## src/rtl/mix_core_iter_if.sv

```systemverilog
// Handshake bundle for mix_core_iter.
//   master : job source / result sink side (drives job, out_ready, abort)
//   slave  : the core (drives in_ready, out_valid, out_data)
// Signals:
//   in_valid/in_ready/in_data/in_fin : job offer, lane i = in_data[i*WIDTH +: WIDTH]
//   abort                            : synchronous cancel of a running job
//   out_valid/out_ready/out_data     : result handoff, same lane packing
interface mix_core_iter_if #(
   parameter int unsigned WIDTH  = 32,
   parameter int unsigned NLANES = 8
) ();

   logic                      in_valid;
   logic                      in_ready;
   logic [NLANES*WIDTH-1:0]   in_data;
   logic                      in_fin;
   logic                      abort;
   logic                      out_valid;
   logic                      out_ready;
   logic [NLANES*WIDTH-1:0]   out_data;

   modport master (
      output in_valid, in_data, in_fin, abort, out_ready,
      input  in_ready, out_valid, out_data
   );

   modport slave (
      input  in_valid, in_data, in_fin, abort, out_ready,
      output in_ready, out_valid, out_data
   );

endinterface

```

## src/rtl/mix_core_iter.sv

```systemverilog
// Iterative lane-mixing core.
// Loads NLANES words of WIDTH bits, runs ROUNDS chained add/sub rounds (one per clock),
// optionally one multiply-add finaliser cycle, then presents the state over valid/ready.
// Ports:
//   clk        : clock, rising edge
//   rst        : asynchronous active-high reset
//   bus        : mix_core_iter_if slave (job in, result out, abort)
//   busy       : high while in ROUND or FINAL
//   jobs_done  : results handed off, wraps at 2^16
module mix_core_iter #(
   parameter int unsigned WIDTH  = 32,
   parameter int unsigned NLANES = 8,
   parameter int unsigned ROUNDS = 12,
   parameter int unsigned MULT   = 19
) (
   input  logic              clk,
   input  logic              rst,
   mix_core_iter_if.slave    bus,
   output logic              busy,
   output logic [15:0]       jobs_done
);

   localparam int unsigned RndW = $clog2(ROUNDS + 1);
   localparam logic [WIDTH-1:0] MultW = WIDTH'(MULT);
   localparam logic [RndW-1:0] LastRnd = RndW'(ROUNDS - 1);

   typedef logic [NLANES-1:0][WIDTH-1:0] lanes_t;

   typedef enum logic [1:0] {
      StIdle,
      StRound,
      StFinal,
      StOut
   } state_e;

   state_e          state_q, state_d;
   lanes_t          lanes_q, lanes_d;
   logic [RndW-1:0] rnd_q, rnd_d;
   logic            fin_q, fin_d;
   logic [15:0]     jobs_q, jobs_d;

   lanes_t round_lanes;
   lanes_t final_lanes;

   // One full mixing round. Lanes are updated in index order and later lanes see the
   // already-updated earlier ones; lane 0 therefore mixes in the old top two lanes.
   always_comb begin
      lanes_t s;
      s = lanes_q;
      s[0] = s[0] + WIDTH'(rnd_q);
      for (int unsigned i = 0; i < NLANES; i++) begin
         s[i] = s[i] + s[(i + NLANES - 1) % NLANES] - s[(i + NLANES - 2) % NLANES];
      end
      round_lanes = s;
   end

   always_comb begin
      final_lanes = lanes_q;
      for (int unsigned i = 0; i < NLANES; i++) begin
         final_lanes[i] = lanes_q[i] * MultW + WIDTH'(i);
      end
   end

   always_comb begin
      state_d = state_q;
      lanes_d = lanes_q;
      rnd_d   = rnd_q;
      fin_d   = fin_q;
      jobs_d  = jobs_q;

      unique case (state_q)
         StIdle: begin
            if (bus.in_valid) begin
               lanes_d = bus.in_data;
               fin_d   = bus.in_fin;
               rnd_d   = '0;
               state_d = StRound;
            end
         end
         StRound: begin
            if (bus.abort) begin
               // Cancelled job leaves the partially mixed lanes in place.
               state_d = StIdle;
            end else begin
               lanes_d = round_lanes;
               if (rnd_q == LastRnd) begin
                  state_d = fin_q ? StFinal : StOut;
               end else begin
                  rnd_d = rnd_q + RndW'(1);
               end
            end
         end
         StFinal: begin
            if (bus.abort) begin
               state_d = StIdle;
            end else begin
               lanes_d = final_lanes;
               state_d = StOut;
            end
         end
         StOut: begin
            // abort is ignored here: a finished result must be drained.
            if (bus.out_ready) begin
               jobs_d  = jobs_q + 16'd1;
               state_d = StIdle;
            end
         end
         default: state_d = StIdle;
      endcase
   end

   always_ff @(posedge clk or posedge rst) begin
      if (rst) begin
         state_q <= StIdle;
         lanes_q <= '0;
         rnd_q   <= '0;
         fin_q   <= 1'b0;
         jobs_q  <= '0;
      end else begin
         state_q <= state_d;
         lanes_q <= lanes_d;
         rnd_q   <= rnd_d;
         fin_q   <= fin_d;
         jobs_q  <= jobs_d;
      end
   end

   assign bus.in_ready  = (state_q == StIdle);
   assign bus.out_valid = (state_q == StOut);
   assign bus.out_data  = lanes_q;
   assign busy          = (state_q == StRound) || (state_q == StFinal);
   assign jobs_done     = jobs_q;

endmodule

```

## src/flat_wrapper.sv

```systemverilog
// flat-port wrapper written by rule: the top's interface ports become plain ports
module mix_core_iter_flat 
#(
   parameter int unsigned WIDTH  = 32,
   parameter int unsigned NLANES = 8,
   parameter int unsigned ROUNDS = 12,
   parameter int unsigned MULT   = 19
)
  (clk, rst, busy, jobs_done, bus_in_valid, bus_in_data, bus_in_fin, bus_abort, bus_out_ready, bus_in_ready, bus_out_valid, bus_out_data);
  mix_core_iter_if #(.WIDTH(WIDTH), .NLANES(NLANES)) bus_i ();
  input  logic clk;
  input  logic rst;
  output logic busy;
  output logic [15:0] jobs_done;
  input wire logic [$bits(bus_i.in_valid)-1:0] bus_in_valid;
  input wire logic [$bits(bus_i.in_data)-1:0] bus_in_data;
  input wire logic [$bits(bus_i.in_fin)-1:0] bus_in_fin;
  input wire logic [$bits(bus_i.abort)-1:0] bus_abort;
  input wire logic [$bits(bus_i.out_ready)-1:0] bus_out_ready;
  output wire logic [$bits(bus_i.in_ready)-1:0] bus_in_ready;
  output wire logic [$bits(bus_i.out_valid)-1:0] bus_out_valid;
  output wire logic [$bits(bus_i.out_data)-1:0] bus_out_data;
  assign bus_i.in_valid = bus_in_valid;
  assign bus_i.in_data = bus_in_data;
  assign bus_i.in_fin = bus_in_fin;
  assign bus_i.abort = bus_abort;
  assign bus_i.out_ready = bus_out_ready;
  assign bus_in_ready = bus_i.in_ready;
  assign bus_out_valid = bus_i.out_valid;
  assign bus_out_data = bus_i.out_data;
  mix_core_iter #(.WIDTH(WIDTH), .NLANES(NLANES), .ROUNDS(ROUNDS), .MULT(MULT)) u_core (.clk(clk), .rst(rst), .bus(bus_i), .busy(busy), .jobs_done(jobs_done));
endmodule
```

## config.mk

```make
export PLATFORM = sky130hd
export DESIGN_NAME = mix_core_iter_flat
export DESIGN_NICKNAME = d
export VERILOG_FILES = /design/src/rtl/mix_core_iter_if.sv /design/src/rtl/mix_core_iter.sv /design/src/flat_wrapper.sv
export SDC_FILE = /design/constraint.sdc
export NUM_CORES = 2
export LEC_CHECK = 0
export CAP_MARGIN = 10
export CORE_ASPECT_RATIO = 1.25
export CORE_MARGIN = 2
export CORE_UTILIZATION = 30
export CTS_CLUSTER_DIAMETER = 30
export DETAILED_ROUTE_END_ITERATION = 12
export PLACE_DENSITY_LB_ADDON = 0.05
export SLEW_MARGIN = 0
export SYNTH_ARGS = -nofsm -noshare
export SYNTH_HDL_FRONTEND = slang
export SYNTH_SLANG_ARGS = --single-unit
```

## constraint.sdc

```tcl
create_clock -name clk -period 23.3 [get_ports clk]
set_clock_uncertainty 0.2 [all_clocks]
set_input_delay 3.495 -clock clk [delete_from_list [all_inputs] [get_ports clk]]
set_output_delay 3.495 -clock clk [all_outputs]
set_load 0.05 [all_outputs]
```

* Word level (Yosys, flattened, before mapping)
Cells that the tools add are included.
** Storage, ports and cells
- Register bits :: 279
- Bits in latches :: 0
- Bits in writable memories :: 0
- Bits in read-only memories :: 0
- Input port bits :: 262
- Output and inout bits :: 275
- Logic and storage cells :: 80
- Memories :: 0
** Operators by class
- $add $sub $neg :: 26
- Multipliers :: 8
- Divide/modulo/power cells :: 0
- $lt $le $gt $ge :: 0
- Equality and inequality tests :: 10
- Shift operators :: 0
- Mux-type cells :: 15
- Bitwise operators :: 0
- Reductions and logical operators :: 9
** Operator list (number)
- $mux 256 :: 3
- $pmux 256 s3 :: 1
- $add 32x32->32 :: 8
- $mul 32x5->32 const B :: 8
- $sub 32x32->32 :: 8
- $add 32x3->32 const B :: 4
- $add 32x2->32 const B :: 2
- $add 32x1->32 const B :: 1
- $add 32x4->32 :: 1
- $add 16x1->16 const B :: 1
- $mux 4 :: 3
- $mux 2 :: 5
- $ne 2x2->1 const B :: 5
- $pmux 2 s4 :: 1
- $pmux 4 s2 :: 1
- $reduce_and 4->1 :: 2
- $add 4x1->4 const B :: 1
- $eq 2x2->1 const B :: 2
- $eq 4x4->1 const B :: 1
- $reduce_and 2->1 :: 2
- $ne 3x2->1 const B :: 1
- $reduce_and 3->1 :: 1
- $reduce_bool 3->1 :: 1
- $eq 2x1->1 const B :: 1
- 4 further kinds :: 4

* Depth between registers and ports, before layout
- Depth after elaboration :: 19
- Gate-level depth with buffers :: 85
- Gate-level depth less buffers :: 85

* Worst setup path after synthesis
No wires, ideal clock.
- Path type :: reg2reg
- From :: reg u_core.lanes_q, in the netlist u_core.bus.out_data[193]
- To :: reg u_core.lanes_q, in the netlist u_core.bus.out_data[255]
- Library setup time :: 0.127 ns
- Arrival :: 17.192 ns
- Data required time :: 22.973 ns
- Path slack :: 5.781 ns
- Cell stages (with the launch flop) :: 80
- Path buffers :: 0
- Period minus slack after synthesis :: 17.519 ns
- Cell sequence :: dfrtp_1 -> inv_1 -> fa_1 -> inv_1 -> fa_1 -> inv_1 -> ha_1 -> fa_1 -> a21o_1 -> a21oi_1 -> xnor2_1 -> fa_1 -> ha_1 -> inv_1 -> o22ai_1 -> nor2_1 -> xnor2_1 -> inv_1 -> [44 not listed] -> inv_1 -> o21ai_0 -> nor3_1 -> nor2_1 -> or2_2 -> fa_1 -> inv_1 -> ha_1 -> a21o_1 -> a21o_1 -> nor3_1 -> a21oi_1 -> nor3_1 -> o21ai_0 -> xnor2_1 -> xnor2_1 -> xnor2_1 -> o22ai_1
** On the way
- Word-level cells in the longest chain between the ends :: 17
** Ends and longest elaborated chain
- start: declaration :: line mix_core_iter.sv:37 : lanes_t lanes_q, lanes_d;
- start signal: assignment :: line mix_core_iter.sv:121 : lanes_q <= lanes_d;
- $sub 32x32->32 :: line mix_core_iter.sv:52 : s[i] = s[i] + s[(i + NLANES - 1) % NLANES] - s[(i + NLANES - 2) % NLANES];
- $add 32x32->32 :: line mix_core_iter.sv:52
- $sub 32x32->32 :: line mix_core_iter.sv:52
- $add 32x32->32 :: line mix_core_iter.sv:52
- $sub 32x32->32 :: line mix_core_iter.sv:52
- $add 32x32->32 :: line mix_core_iter.sv:52
- $sub 32x32->32 :: line mix_core_iter.sv:52
- $add 32x32->32 :: line mix_core_iter.sv:52
- $sub 32x32->32 :: line mix_core_iter.sv:52
- $add 32x32->32 :: line mix_core_iter.sv:52
- $sub 32x32->32 :: line mix_core_iter.sv:52
- $add 32x32->32 :: line mix_core_iter.sv:52
- $sub 32x32->32 :: line mix_core_iter.sv:52
- $add 32x32->32 :: line mix_core_iter.sv:52
- $sub 32x32->32 * :: line mix_core_iter.sv:52
- $mux 256 * :: line mix_core_iter.sv:81 : if (bus.abort) begin
- $pmux 256 s3 * :: line mix_core_iter.sv:71 : unique case (state_q)
Mark *: on every way between the ends. The rest lies on a longest branch, timed or not. The select of a mux whose other input is x is not followed.
A chain may end at the register's enable or synchronous reset.

* Worst setup path in the final report
- From :: reg u_core.lanes_q, in the netlist u_core.bus.out_data[194]
- To :: reg u_core.lanes_q, in the netlist u_core.bus.out_data[255]
The elaborated chain is that of the path after synthesis.

==> results.sh <==
export IMPL_status="complete, no violations"
export IMPL_root_buffer="sky130_fd_sc_hd__clkbuf_16"
export IMPL_tritoncts_num_buffers=117
export IMPL_antenna_found_initial=13
export IMPL_design_core_area_mm2=0.190
export IMPL_num_rows=179
export IMPL_worst_path_most_repeated_cell="sky130_fd_sc_hd__inv_1"
export IMPL_worstHoldStart="u_core.jobs_done[15]"
export IMPL_area_delta_synth_final_pct=22.7
export IMPL_rsz_0062_raised_after_global_routing="no"
export IMPL_die_x_um=395
export IMPL_first_global_vias=54952
export IMPL_synthTopCellsByArea="sky130_fd_sc_hd__ha_1, sky130_fd_sc_hd__fa_1, sky130_fd_sc_hd__dfrtp_1"
export IMPL_port_buffers=536
export IMPL_routedWlPerCell_um=24.8
export IMPL_report_final_setup_viol=0
export IMPL_cp_startpoint="u_core.bus.out_data[194]"
export IMPL_critical_path_max_stage_delay_ns=0.92
export IMPL_grt_overflow_total=0
export IMPL_cts_sink_count=279
export IMPL_synth_seq_area_share=0.122
export IMPL_r2r_start="u_core.bus.out_data[194]"
export IMPL_period_needed_ns=22.21
export IMPL_wl_um=256000
export IMPL_viasPerCell=5.16
export IMPL_place_gp_congestion=0.927
export IMPL_max_slew_margin=0.237
export IMPL_cts_htree_levels=3
export IMPL_hold_buffers=0
export IMPL_worst_setup_ep_type="flip-flop"
export IMPL_syn_area_mm2=0.0572
export IMPL_critPathKind="reg -> reg"
export IMPL_max_cap_viol_count=0
export IMPL_multi_input_area_mm2=0.0427
export IMPL_netlist_top_cell_by_area="sky130_fd_sc_hd__ha_1"
export IMPL_insertion_delay_ns=0.78
export IMPL_slowest_stage="sky130_fd_sc_hd__a2111oi_0"
export IMPL_yosys_cell_types_count=92
export IMPL_holdCritPathClass="reg -> reg"
export IMPL_synthesis_yosys_warnings=0
export IMPL_syn_area_per_cell_um2=8.00
export IMPL_syn_inst=7148
export IMPL_fmax_mhz=45.0
export IMPL_wire_length_of_the_first_global_routing_pass_um=370000
export IMPL_num_nets_final=9271
export IMPL_drcViolationCount=0
export IMPL_cts_setup_buffers=0
export IMPL_cts_resized=0
export IMPL_maxSlewViolCount=0
export IMPL_clkSlewWorstSetupHoldPaths_ns=0.04
export IMPL_cp_start_kind="flip-flop"
export IMPL_synth_main_ff_cell="sky130_fd_sc_hd__dfrtp_1"
export IMPL_n_fill_cell=20134
export IMPL_tightest_slew_ns=1.12
export IMPL_initialDrtViolationCount=2870
export IMPL_maximum_number_of_pins_on_one_net_before_global_route_repair=101
export IMPL_cts_tree="done"
export IMPL_syn_nets=8732
export IMPL_timing_critical_path_required_ns=23.73
export IMPL_path_max_fanout=6
export IMPL_globalRouteTotalUtil=0.259
export IMPL_die_area_mm2=0.194
export IMPL_setup_tns_ns=0
export IMPL_synth_top_area_share=0.186
export IMPL_yosys_register_bits=279
export IMPL_cts_root_to_sink_buffers=3
export IMPL_synth_edf_count=0
export IMPL_antenna_violating_nets_post_route=0
export IMPL_detailedRoute_firstPassIterationCount=5
export IMPL_dieHeight_um=492
export IMPL_start_util=0.301
export IMPL_boundaryPins=537
export IMPL_period_share=0.953
export IMPL_detailroute_via_count=53236
export IMPL_timing_final_hold_violations=0
export IMPL_dp_hpwl_um=209000
export IMPL_layout_drive_gt1_share=0.0422
export IMPL_worstPathArrival_ns=22.64
export IMPL_seqCellArea_mm2=0.00698
export IMPL_ys_async_sr_fraction=1.00
-- state kept, by name, summed over array words and instances, names as in the netlist --
register and count:
u_core.state_q 2, u_core.jobs_done 16, u_core.fin_q 1, u_core.rnd_q 4
u_core.bus.out_data 256
-- stage by stage --
step           area [µm²]  setup WS, ns  hold slack [ns]  instances  utilization
6_report            70200          1.09            0.280      10325        0.369
2_1_floorplan       57200          5.78            0.270       7148            -
3_3_place_gp        65700          1.50            0.264      10102        0.346
5_1_grt             70200        0.0438            0.321      10323        0.369
4_1_cts             70100          1.25            0.282      10321        0.369
3_5_place_dp        65700          1.39            0.274      10102        0.346
-- routing by layer --
| metal | routed length [µm] | up-vias | global-route usage | share of wire |
|---|---|---|---|---|
| met5 | 0 | - | 0 | 0 |
| met4 | 5860 | 0 | 0.0638 | 0.023 |
| met3 | 13000 | 264 | 0.0311 | 0.051 |
| met2 | 117000 | 1403 | 0.425 | 0.46 |
| met1 | 120000 | 26640 | 0.362 | 0.47 |
| li1 | - | 24929 | - | - |
-- path summary, 6_finish.rpt --
check | to | depth (start not counted) | slack [ns]
max in group asynchronous | u_core.bus.out_data[158] | 4 | 17.94
hold reg to reg | u_core.jobs_done[15] | 1 | 0.28
setup reg to reg | u_core.bus.out_data[255] | 81 | 1.09
setup / recovery | u_core.bus.out_data[255] | 81 | 1.09
min in group asynchronous | u_core.jobs_done[15] | 2 | 2.95
hold / removal | u_core.jobs_done[15] | 1 | 0.28
-- cell families (layout without fill, tap and decap cells) --
family,after synthesis,after routing,synth area share
muxes,24,24,0.00437
adders and majority gates,1322,1322,0.351
and+or+nand+nor,1160,1160,0.0966
other,0,4,0
DFF,279,279,0.122
buffers and inverters,2031,2670,0.133
AOI/OAI and AO/OA,1843,1843,0.217
xor gates and xnor gates,489,489,0.0756
-- cells in the mapped netlist (all sizes together) (36+ instances only) --
master	n
a211oi	77
a21o	222
a21oi	435
a221oi	141
a31oi	36
and3	49
clkbuf	165
dfrtp	279
fa	473
ha	849
inv	1850
nand2	304
nand2b	73
nand3	86
nor2	326
nor2b	49
nor3	125
o211ai	73
o21a	68
o21ai	340
o21bai	71
o221ai	41
o22ai	46
o31ai	100
or3	46
xnor2	339
xor2	147
-- placed cells by master (no fill, tap or decap), types with 49 or more instances in the layout --
cell                                 n
sky130_fd_sc_hd__and3_1             49
sky130_fd_sc_hd__o21ai_0           321
sky130_fd_sc_hd__nand2_1           303
sky130_fd_sc_hd__o21bai_1           71
sky130_fd_sc_hd__clkbuf_16         117
sky130_fd_sc_hd__a21oi_1           435
sky130_fd_sc_hd__a221oi_1          140
sky130_fd_sc_hd__clkdlybuf4s50_1   536
sky130_fd_sc_hd__xnor2_1           339
sky130_fd_sc_hd__o211ai_1           73
sky130_fd_sc_hd__xor2_1            147
sky130_fd_sc_hd__nand2b_1           73
sky130_fd_sc_hd__fa_1              473
sky130_fd_sc_hd__buf_4              59
sky130_fd_sc_hd__nor2_1            325
sky130_fd_sc_hd__ha_1              846
sky130_fd_sc_hd__o21a_1             68
sky130_fd_sc_hd__nor3_1            124
sky130_fd_sc_hd__a211oi_1           75
sky130_fd_sc_hd__nand3_1            86
sky130_fd_sc_hd__o31ai_1            98
sky130_fd_sc_hd__dfrtp_1           279
sky130_fd_sc_hd__a21o_1            222
sky130_fd_sc_hd__inv_1            1847
sky130_fd_sc_hd__nor2b_1            49
-- worst max-delay path: cells and delay by family, from the launching register on --
family          cells  cell delay, ns
flops               1            0.49
buf+inv            14            1.24
compound gates     27            7.37
fa+ha+maj          17            7.19
simple gates       16            3.14
xor+xnor            7            2.36
-- final cells by class --
cell class	instances	share of cell area
inverter	1851	0.0992
clock buffer	164	0.0478
multi-input combinational	4838	0.608
tap	2534	0.0452
timing repair buffer	600	0.0842
antenna	4	0.000143
clock inverter	55	0.0158
sequential	279	0.0995
Power is not shown: default switching activity piles up to over one toggle a cycle in this logic, so the estimate is an artifact.
